<file path="src/rtl/sram_port_arbiter_if.sv">
// Requester-side and SRAM-side signal bundle for sram_port_arbiter.
// The slave modport belongs to the arbiter; master is the surrounding logic.
interface sram_port_arbiter_if #(
  parameter int NREQ       = 4,
  parameter int DATA_WIDTH = 32,
  parameter int ADDR_WIDTH = 10
);
  logic [NREQ-1:0]            req_valid;
  logic [NREQ-1:0]            req_we;
  logic [NREQ*ADDR_WIDTH-1:0] req_addr;
  logic [NREQ*DATA_WIDTH-1:0] req_wdata;
  logic [NREQ-1:0]            req_ready;
  logic [NREQ-1:0]            rsp_valid;
  logic [NREQ*DATA_WIDTH-1:0] rsp_rdata;
  logic [ADDR_WIDTH-1:0]      sram_addr_a;
  logic [ADDR_WIDTH-1:0]      sram_addr_b;
  logic [DATA_WIDTH-1:0]      sram_data_a;
  logic [DATA_WIDTH-1:0]      sram_data_b;
  logic                       sram_we_a;
  logic                       sram_we_b;
  logic [DATA_WIDTH-1:0]      sram_q_a;
  logic [DATA_WIDTH-1:0]      sram_q_b;

  modport slave (
    input  req_valid, req_we, req_addr, req_wdata, sram_q_a, sram_q_b,
    output req_ready, rsp_valid, rsp_rdata,
    output sram_addr_a, sram_addr_b, sram_data_a, sram_data_b, sram_we_a, sram_we_b
  );

  modport master (
    output req_valid, req_we, req_addr, req_wdata, sram_q_a, sram_q_b,
    input  req_ready, rsp_valid, rsp_rdata,
    input  sram_addr_a, sram_addr_b, sram_data_a, sram_data_b, sram_we_a, sram_we_b
  );
endinterface

</file>
<file path="src/rtl/sram_port_arbiter.sv">
// Round-robin arbiter sharing both ports of a dual-port SRAM among NREQ requesters,
// with same-address write conflict suppression and 1-cycle read response routing.
module sram_port_arbiter #(
  parameter int NREQ       = 4,
  parameter int DATA_WIDTH = 32,
  parameter int ADDR_WIDTH = 10
) (
  input logic                clk,
  input logic                rst_n,
  sram_port_arbiter_if.slave bus
);
  localparam int PTR_W = (NREQ > 1) ? $clog2(NREQ) : 1;

  logic [PTR_W-1:0] r_ptr;
  logic             r_pend_a, r_pend_b;
  logic [PTR_W-1:0] r_id_a, r_id_b;

  logic             w_gnt_a, w_gnt_b;
  logic [PTR_W-1:0] w_id_a, w_id_b;
  logic [NREQ-1:0]  w_gnt_vec;

  function automatic logic [PTR_W-1:0] next_idx(input logic [PTR_W-1:0] id);
    if (int'(id) == NREQ - 1) return '0;
    return id + 1'b1;
  endfunction

  // Scan from r_ptr: first valid takes A, next non-conflicting valid takes B.
  always_comb begin
    int idx;
    idx       = 0;
    w_gnt_a   = 1'b0;
    w_gnt_b   = 1'b0;
    w_id_a    = '0;
    w_id_b    = '0;
    w_gnt_vec = '0;
    for (int k = 0; k < NREQ; k++) begin
      idx = int'(r_ptr) + k;
      if (idx >= NREQ) idx = idx - NREQ;
      if (bus.req_valid[idx]) begin
        if (!w_gnt_a) begin
          w_gnt_a        = 1'b1;
          w_id_a         = PTR_W'(idx);
          w_gnt_vec[idx] = 1'b1;
        end else if (!w_gnt_b &&
                     !((bus.req_addr[idx*ADDR_WIDTH +: ADDR_WIDTH] ==
                        bus.req_addr[int'(w_id_a)*ADDR_WIDTH +: ADDR_WIDTH]) &&
                       (bus.req_we[idx] || bus.req_we[w_id_a]))) begin
          w_gnt_b        = 1'b1;
          w_id_b         = PTR_W'(idx);
          w_gnt_vec[idx] = 1'b1;
        end
      end
    end
  end

  assign bus.req_ready = w_gnt_vec & {NREQ{rst_n}};

  always_comb begin
    bus.sram_addr_a = '0;
    bus.sram_data_a = '0;
    bus.sram_we_a   = 1'b0;
    bus.sram_addr_b = '0;
    bus.sram_data_b = '0;
    bus.sram_we_b   = 1'b0;
    if (w_gnt_a) begin
      bus.sram_addr_a = bus.req_addr[int'(w_id_a)*ADDR_WIDTH +: ADDR_WIDTH];
      bus.sram_data_a = bus.req_wdata[int'(w_id_a)*DATA_WIDTH +: DATA_WIDTH];
      bus.sram_we_a   = bus.req_we[w_id_a] & rst_n;
    end
    if (w_gnt_b) begin
      bus.sram_addr_b = bus.req_addr[int'(w_id_b)*ADDR_WIDTH +: ADDR_WIDTH];
      bus.sram_data_b = bus.req_wdata[int'(w_id_b)*DATA_WIDTH +: DATA_WIDTH];
      bus.sram_we_b   = bus.req_we[w_id_b] & rst_n;
    end
  end

  always_ff @(posedge clk or negedge rst_n) begin
    if (!rst_n) begin
      r_ptr    <= '0;
      r_pend_a <= 1'b0;
      r_pend_b <= 1'b0;
      r_id_a   <= '0;
      r_id_b   <= '0;
    end else begin
      if (w_gnt_b)      r_ptr <= next_idx(w_id_b);
      else if (w_gnt_a) r_ptr <= next_idx(w_id_a);
      r_pend_a <= w_gnt_a && !bus.req_we[w_id_a];
      r_pend_b <= w_gnt_b && !bus.req_we[w_id_b];
      r_id_a   <= w_id_a;
      r_id_b   <= w_id_b;
    end
  end

  // Responses follow the pend/id registers, so reset clears them immediately.
  always_comb begin
    bus.rsp_valid = '0;
    bus.rsp_rdata = '0;
    if (r_pend_a) begin
      bus.rsp_valid[r_id_a]                               = 1'b1;
      bus.rsp_rdata[int'(r_id_a)*DATA_WIDTH +: DATA_WIDTH] = bus.sram_q_a;
    end
    if (r_pend_b) begin
      bus.rsp_valid[r_id_b]                               = 1'b1;
      bus.rsp_rdata[int'(r_id_b)*DATA_WIDTH +: DATA_WIDTH] = bus.sram_q_b;
    end
  end
endmodule

</file>
<file path="src/flat_wrapper.sv">
// flat-port wrapper written by rule: the top's interface ports become plain ports
module sram_port_arbiter_flat 
#(
  parameter int NREQ       = 4,
  parameter int DATA_WIDTH = 32,
  parameter int ADDR_WIDTH = 10
)
  (clk, rst_n, bus_req_valid, bus_req_we, bus_req_addr, bus_req_wdata, bus_sram_q_a, bus_sram_q_b, bus_req_ready, bus_rsp_valid, bus_rsp_rdata, bus_sram_addr_a, bus_sram_addr_b, bus_sram_data_a, bus_sram_data_b, bus_sram_we_a, bus_sram_we_b);
  sram_port_arbiter_if #(.NREQ(NREQ), .DATA_WIDTH(DATA_WIDTH), .ADDR_WIDTH(ADDR_WIDTH)) bus_i ();
  input logic clk;
  input logic rst_n;
  input wire logic [$bits(bus_i.req_valid)-1:0] bus_req_valid;
  input wire logic [$bits(bus_i.req_we)-1:0] bus_req_we;
  input wire logic [$bits(bus_i.req_addr)-1:0] bus_req_addr;
  input wire logic [$bits(bus_i.req_wdata)-1:0] bus_req_wdata;
  input wire logic [$bits(bus_i.sram_q_a)-1:0] bus_sram_q_a;
  input wire logic [$bits(bus_i.sram_q_b)-1:0] bus_sram_q_b;
  output wire logic [$bits(bus_i.req_ready)-1:0] bus_req_ready;
  output wire logic [$bits(bus_i.rsp_valid)-1:0] bus_rsp_valid;
  output wire logic [$bits(bus_i.rsp_rdata)-1:0] bus_rsp_rdata;
  output wire logic [$bits(bus_i.sram_addr_a)-1:0] bus_sram_addr_a;
  output wire logic [$bits(bus_i.sram_addr_b)-1:0] bus_sram_addr_b;
  output wire logic [$bits(bus_i.sram_data_a)-1:0] bus_sram_data_a;
  output wire logic [$bits(bus_i.sram_data_b)-1:0] bus_sram_data_b;
  output wire logic [$bits(bus_i.sram_we_a)-1:0] bus_sram_we_a;
  output wire logic [$bits(bus_i.sram_we_b)-1:0] bus_sram_we_b;
  assign bus_i.req_valid = bus_req_valid;
  assign bus_i.req_we = bus_req_we;
  assign bus_i.req_addr = bus_req_addr;
  assign bus_i.req_wdata = bus_req_wdata;
  assign bus_i.sram_q_a = bus_sram_q_a;
  assign bus_i.sram_q_b = bus_sram_q_b;
  assign bus_req_ready = bus_i.req_ready;
  assign bus_rsp_valid = bus_i.rsp_valid;
  assign bus_rsp_rdata = bus_i.rsp_rdata;
  assign bus_sram_addr_a = bus_i.sram_addr_a;
  assign bus_sram_addr_b = bus_i.sram_addr_b;
  assign bus_sram_data_a = bus_i.sram_data_a;
  assign bus_sram_data_b = bus_i.sram_data_b;
  assign bus_sram_we_a = bus_i.sram_we_a;
  assign bus_sram_we_b = bus_i.sram_we_b;
  sram_port_arbiter #(.NREQ(NREQ), .DATA_WIDTH(DATA_WIDTH), .ADDR_WIDTH(ADDR_WIDTH)) u_core (.clk(clk), .rst_n(rst_n), .bus(bus_i));
endmodule
</file>
<file path="config.mk">
export PLATFORM = sky130hd
export DESIGN_NAME = sram_port_arbiter_flat
export DESIGN_NICKNAME = d
export VERILOG_FILES = /design/src/rtl/sram_port_arbiter_if.sv /design/src/rtl/sram_port_arbiter.sv /design/src/flat_wrapper.sv
export SDC_FILE = /design/constraint.sdc
export NUM_CORES = 1
export LEC_CHECK = 0
export CORE_AREA = 2 2 182 184
export CTS_CLUSTER_DIAMETER = 60
export DETAILED_ROUTE_END_ITERATION = 7
export DIE_AREA = 0 0 184 186
export DONT_BUFFER_PORTS = 1
export PLACE_DENSITY_LB_ADDON = 0.12
export SYNTH_ARGS = -nofsm -noshare
export SYNTH_HDL_FRONTEND = slang
export SYNTH_SLANG_ARGS = --single-unit
</file>
<file path="constraint.sdc">
create_clock -name clk -period 11.2 [get_ports clk]
set_input_delay 1.12 -clock clk [delete_from_list [all_inputs] [get_ports clk]]
set_output_delay 1.12 -clock clk [all_outputs]
set_load 0.01 [all_outputs]
</file>
# Yosys cells after proc, flatten, opt, wreduce, memory -nomap -nowiden
# Index checks and enable logic that the tools add are counted.
op_classes:
  addsub: 11
  mul: 8
  div: 0
  magnitude_cmp: 21
  n_eq_ne: 5
  shifts: 14
  n_mux: 108
  n_bitwise: 8
  reduce_logical: 23
op_table:
  columns: ["op", "count"]
  rows:
  - ["indexed part select 40 x 32 -> 10 bit", 8]
  - ["2-to-1 mux 128 bit", 2]
  - ["variable shift 32 x 33 -> 128 bit, first input constant", 2]
  - ["indexed part select 128 x 8 -> 32 bit", 2]
  - ["indexed part select 32 x 33 -> 128 bit", 2]
  - ["2-to-1 mux 32 bit", 6]
  - ["AND 128 bit", 1]
  - ["bitwise mux 128 bit", 1]
  - ["greater-or-equal comparator 32 x 1 -> 1 bit, second input constant", 4]
  - ["less-than comparator 32 x 4 -> 1 bit, second input constant", 4]
  - ["greater-or-equal comparator 32 x 4 -> 1 bit, second input constant", 3]
  - ["multiplier 32 x 4 -> 31 bit, second input constant", 3]
  - ["subtractor 32 x 4 -> 32 bit, second input constant", 3]
  - ["negation 7 -> 33 bit", 2]
  - ["2-to-1 mux 4 bit", 12]
  - ["2-to-1 mux 1 bit", 45]
  - ["2-to-1 mux 2 bit", 22]
  - ["== test 10 bit", 3]
  - ["multiplier 2 x 3 -> 5 bit, second input constant", 5]
  - ["binary-select mux 1 bit (select 2 bit)", 12]
  - ["less-than comparator 2 x 3 -> 1 bit, second input constant", 7]
  - ["2-to-1 mux 10 bit", 2]
  - ["bitwise OR 4 bit", 4]
  - ["logical AND 1 bit", 13]
  - ["13 further kinds", 30]
totals:
  register_bits: 8
  latch_bits: 0
  ram_bits: 0
  romBits: 0
  out_inout_bits: 222
  mem_count: 0

# Longest topological paths before layout
logic_depth:
  depth_word: 28
  ltp_mapped: 32

# Worst setup path before layout
# Ideal clock, no wire load.
synth_path:
  path_kind: "register -> output"
  start: "register u_core.r_ptr[1]"
  end: "output bus_sram_addr_b[1]"
  arrival_time_ps: 7053
  setup_slack_ps: 3027
  stages_incl_launch_ff: 26
  path_buffers: 11
  path_cell_list: "dfrtp_1 clkbuf_1 clkbuf_1 buf_1 inv_1 clkbuf_1 ha_1 buf_2 buf_1 buf_2 buf_1 clkbuf_1 nand2b_1 fa_1 nor4bb_1 nand2_1 o32ai_1 and3b_1 or4_1 or4_4 o21ai_2 nand2b_1 mux2_4 buf_4 buf_2 o21a_1"
synth_between:
  elab_chain_len: 26
  word_cells_on_any_way: 98
  classes_between: "add/sub: 7; mul: 7; order compare: 4; eq/ne: 3; shift: 7; mux: 58; reduce/logical: 12"
synth_lines:
  columns: ["element", "line", "source"]
  rows:
  - ["from (decl)", "sram_port_arbiter.sv:14", "logic [PTR_W-1:0] r_ptr;"]
  - ["from (signal assigned)", "sram_port_arbiter.sv:85", "if (w_gnt_b) r_ptr <= next_idx(w_id_b);"]
  - ["from (signal assigned)", "sram_port_arbiter.sv:86", "else if (w_gnt_a) r_ptr <= next_idx(w_id_a);"]
  - ["branches (longest 25 deep; another with subtractor 32 x 4 -> 32 bit)", null, null]
  - ["2-to-1 mux 10 bit *", "sram_port_arbiter.sv:70", "if (w_gnt_b) begin"]
  - ["to (decl)", "flat_wrapper.sv:22", "output wire logic [$bits(bus_i.sram_addr_b)-1:0] bus_sram_addr_b;"]
# Every way passes the cells marked *. The select of a mux whose other input is x is not followed.

# Worst setup path after layout
layout_path:
  start: "register u_core.r_ptr[1]"
  end: "output bus_sram_data_b[23]"
layout_between:
  elab_chain_len: 25
  word_cells_on_any_way: 97
  classes_between: "add/sub: 7; mul: 6; order compare: 4; eq/ne: 3; shift: 7; mux: 58; reduce/logical: 12"
layout_lines:
  columns: ["element", "line", "source"]
  rows:
  - ["branches (longest 24 deep; another with subtractor 32 x 4 -> 32 bit)", null, null]
  - ["2-to-1 mux 32 bit *", "sram_port_arbiter.sv:70", null]
  - ["to (decl)", "flat_wrapper.sv:24", "output wire logic [$bits(bus_i.sram_data_b)-1:0] bus_sram_data_b;"]
# Marked as above.

==> metrics.yaml <==
run_status:
  status: "finished, final reports clean"
clock_network:
  ctsHoldBuffers: 0
  cts_sinks: 8
  cts.repair.resized: 0
  clock-root-buffer: "clkbuf_16"
  clock_path_buffers: 2
  worstSkewPairLatency_ns: 0.23
  postCtsSetupRepairBufs: 0
  cts_tree: "built"
  clk_pin_slew_worst_paths_ns: 0.04
  cts_buffers: 3
  htreeDepth: 1
floorplanning:
  die_area_mm2: 0.0342
  core_mm2: 0.0322
  chipWidth_um: 184
  start_util: 0.330
  row_count: 66
  die_h_um: 186
  ioPinCount: 464
synth:
  synth-seq-cells: 8
  synth_adder_area_share: 0.0349
  synthMuxAreaShare: 0.325
  yosysUniqueCellTypes: 83
  synth_top_family_by_area: "compound AO/OA/AOI/OAI gates"
  synthesis.nets: 1590
  ys_seq_area_frac: 0.0189
  synth_area_mm2: 0.0106
  synthXorXnorAreaFrac: 0.0198
  async_flop_share: 1.00
  synth_edf_count: 0
  synth-compound-area-share: 0.339
  syn-mean-instance-area_um2: 8.05
  ys.flop_type: "dfrtp_1"
  synth-simple-area-share: 0.154
  netlist_instances: 1319
  yosysWarnings: 0
worst_setup_path:
  worst-path-buf-inv: 2
  reg2reg_depth: 15
  path_cells: "inv_1 > ha_2 > buf_4 > nand2b_1 > fa_1 > nor4bb_1 > nand2_1 > o32ai_1 > and3b_1 > or4_1 > or4_4 > o21ai_2 > o31a_1 > nand2_4 > o211ai_1 > o21a_1"
  critPathKind: "register to output pin"
  worstSetupStartpointType: "register"
  crit_path_end_kind: "output pin"
  critPathRequiredTime_ns: 10.08
  critPathArrivalTime_ns: 8.30
  critPathTopFamily: "simple AND/OR/NAND/NOR gates"
  path_max_fanout: 86
  slowest_delay_ns: 0.78
  crit_cells: 16
  crit_path_top_delay_cell: "dfrtp_2"
global_routing:
  grt_usage: 0.274
  grt_max_degree: 89
  grt_pass1_wl_um: 71100
  grt_overflow: 0
  antenna_found_initial: 0
  grt_pass1_vias: 10500
run:
  maxCapViolCount: 0
routing:
  drc: 0
  wl_um: 50800
  top_layer: "met4"
  route.met3.wl_um: 5720
  dr_wl_met2_um: 23500
  num_vias: 11400
  ant_nets: 0
  avgViaCountPerCell: 7.12
  wirelength_met1_um: 19900
  post_drt_wl_per_cell_um: 31.9
  drt_iter0_drc: 1060
  firstDrtPassIters: 6
final_layout:
  finish.net_count: 1458
  drive_gt1_frac: 0.189
  final_area_mm2: 0.0107
  postLayoutCoreUtil: 0.333
  layout.cells.non_filler: 1594
  synthToLayoutAreaGrowth_pct: 0.967
  fillCellCount: 3355
  antenna-diode-count: 0
timing:
  tightest_slew_ns: 1.08
  rsz0062_at_grt: "no"
  skew_ns: 0.00264
  layout_worst_path_cycle_share: 0.841
  slew_violations: 0
  fin_crit_ns: 9.42
  hold_violations: 0
  max_slew_margin: 0.279
  setup_tns_ns: 0
  max_freq_mhz: 106
  setup_viol: 0
power_and_ir_drop:
  ir_worst_vdd_v: 0.000279
  p_leak_nw: 4.08
  power_mw: 5.22
  power_density_mw_per_mm2: 487
worst_hold_path:
  worstHoldPathType: "primary input to async pin"
placed_design:
  portBuffers: 0
  dpl_cell_area_mm2: 0.0106
  routabilityCongestion: 0.899
  post-dp-hpwl_um: 36200
  dpl.cell_count: 1590
[cell type report]
class	instances	area (µm²)	share of cell area
Clock buffer	4	78.8	0.00735
Inverter	117	442	0.0412
Multi-Input combinational cell	1038	9340	0.871
Sequential cell	8	205	0.0191
Tap cell	408	510	0.0476
Timing Repair Buffer	19	143	0.0133
[synth_stat cells (all sizes together) (20+ instances only)]
cell / n / area, µm²
a21oi: 24 / 120
a22o: 135 / 1180
buf: 54 / 327
clkbuf: 102 / 383
ha: 28 / 350
inv: 116 / 438
mux2: 42 / 477
mux2i: 61 / 611
mux4: 105 / 2360
nand2: 126 / 483
nand3: 20 / 105
nor2: 32 / 120
nor2b: 54 / 338
o211ai: 49 / 483
o21a: 44 / 330
o21ai: 65 / 329
[final timing paths]
check,startpoint,endpoint,slack (ns)
max in group asynchronous,rst_n,u_core.r_ptr[0]$_DFFE_PN0P_,10.53
min in group clk,u_core.r_ptr[0]$_DFFE_PN0P_,u_core.r_ptr[0]$_DFFE_PN0P_,0.88
min reg2reg,u_core.r_ptr[0]$_DFFE_PN0P_,u_core.r_ptr[0]$_DFFE_PN0P_,0.88
max reg2reg,u_core.r_ptr[1]$_DFFE_PN0P_,u_core.r_pend_b$_DFF_PN0_,3.40
max,u_core.r_ptr[1]$_DFFE_PN0P_,bus_sram_data_b[23],1.78
min,rst_n,u_core.r_ptr[0]$_DFFE_PN0P_,0.59
[state kept, by name, indices dropped and copies added, names as in the netlist]
name / count
u_core.r_id_b: 2
u_core.r_id_a: 2
u_core.r_pend_b: 1
u_core.r_pend_a: 1
u_core.r_ptr: 2
[report_power, final]
group	internal, mW	leakage, nW	total [mW]	switching, mW
sequential	0.0487	0.0941	0.109	0.0601
clock	0.0473	0.0382	0.0600	0.0127
combinational	2.00	3.94	5.05	3.05
total	2.09	4.08	5.22	3.13
[through the flow]
step                setup slack, ns  hold WS, ns
floorplan                      3.03        0.824
global placement               2.22        0.826
detailed placement             2.21        0.826
CTS                            1.94        0.585
global route                   1.48        0.580
finish                         1.78        0.587
[layout by cell type (no fill, tap or decap), types with 19 or more instances in the layout]
cell type,count
a22o_1,135
nand2_1,123
inv_1,114
mux4_2,105
o21ai_0,63
mux2i_1,60
nor2b_1,54
o21a_1,44
mux2_2,41
nor2_1,31
ha_1,27
o211ai_1,26
a21oi_1,24
o211ai_2,23
nand3_1,19
buf_4,19
[per-layer routing]
metal  global-route usage  up-vias
met2                0.439      785
met5                    0        -
met1                0.349     5640
met4               0.0838        0
met3               0.0906      104
li1                     -     4828
[cell families (layout without fill, tap and decap cells)]
kind of cell	Yosys count	count (layout)
buffers and inverters	273	140
muxes	208	208
adders and majority gates	29	29
AOI/OAI and AO/OA	457	457
and+or+nand+nor	320	320
xor gates and xnor gates	24	24
DFF	8	8
No activity file was read; power rests on OpenSTA's default activity.
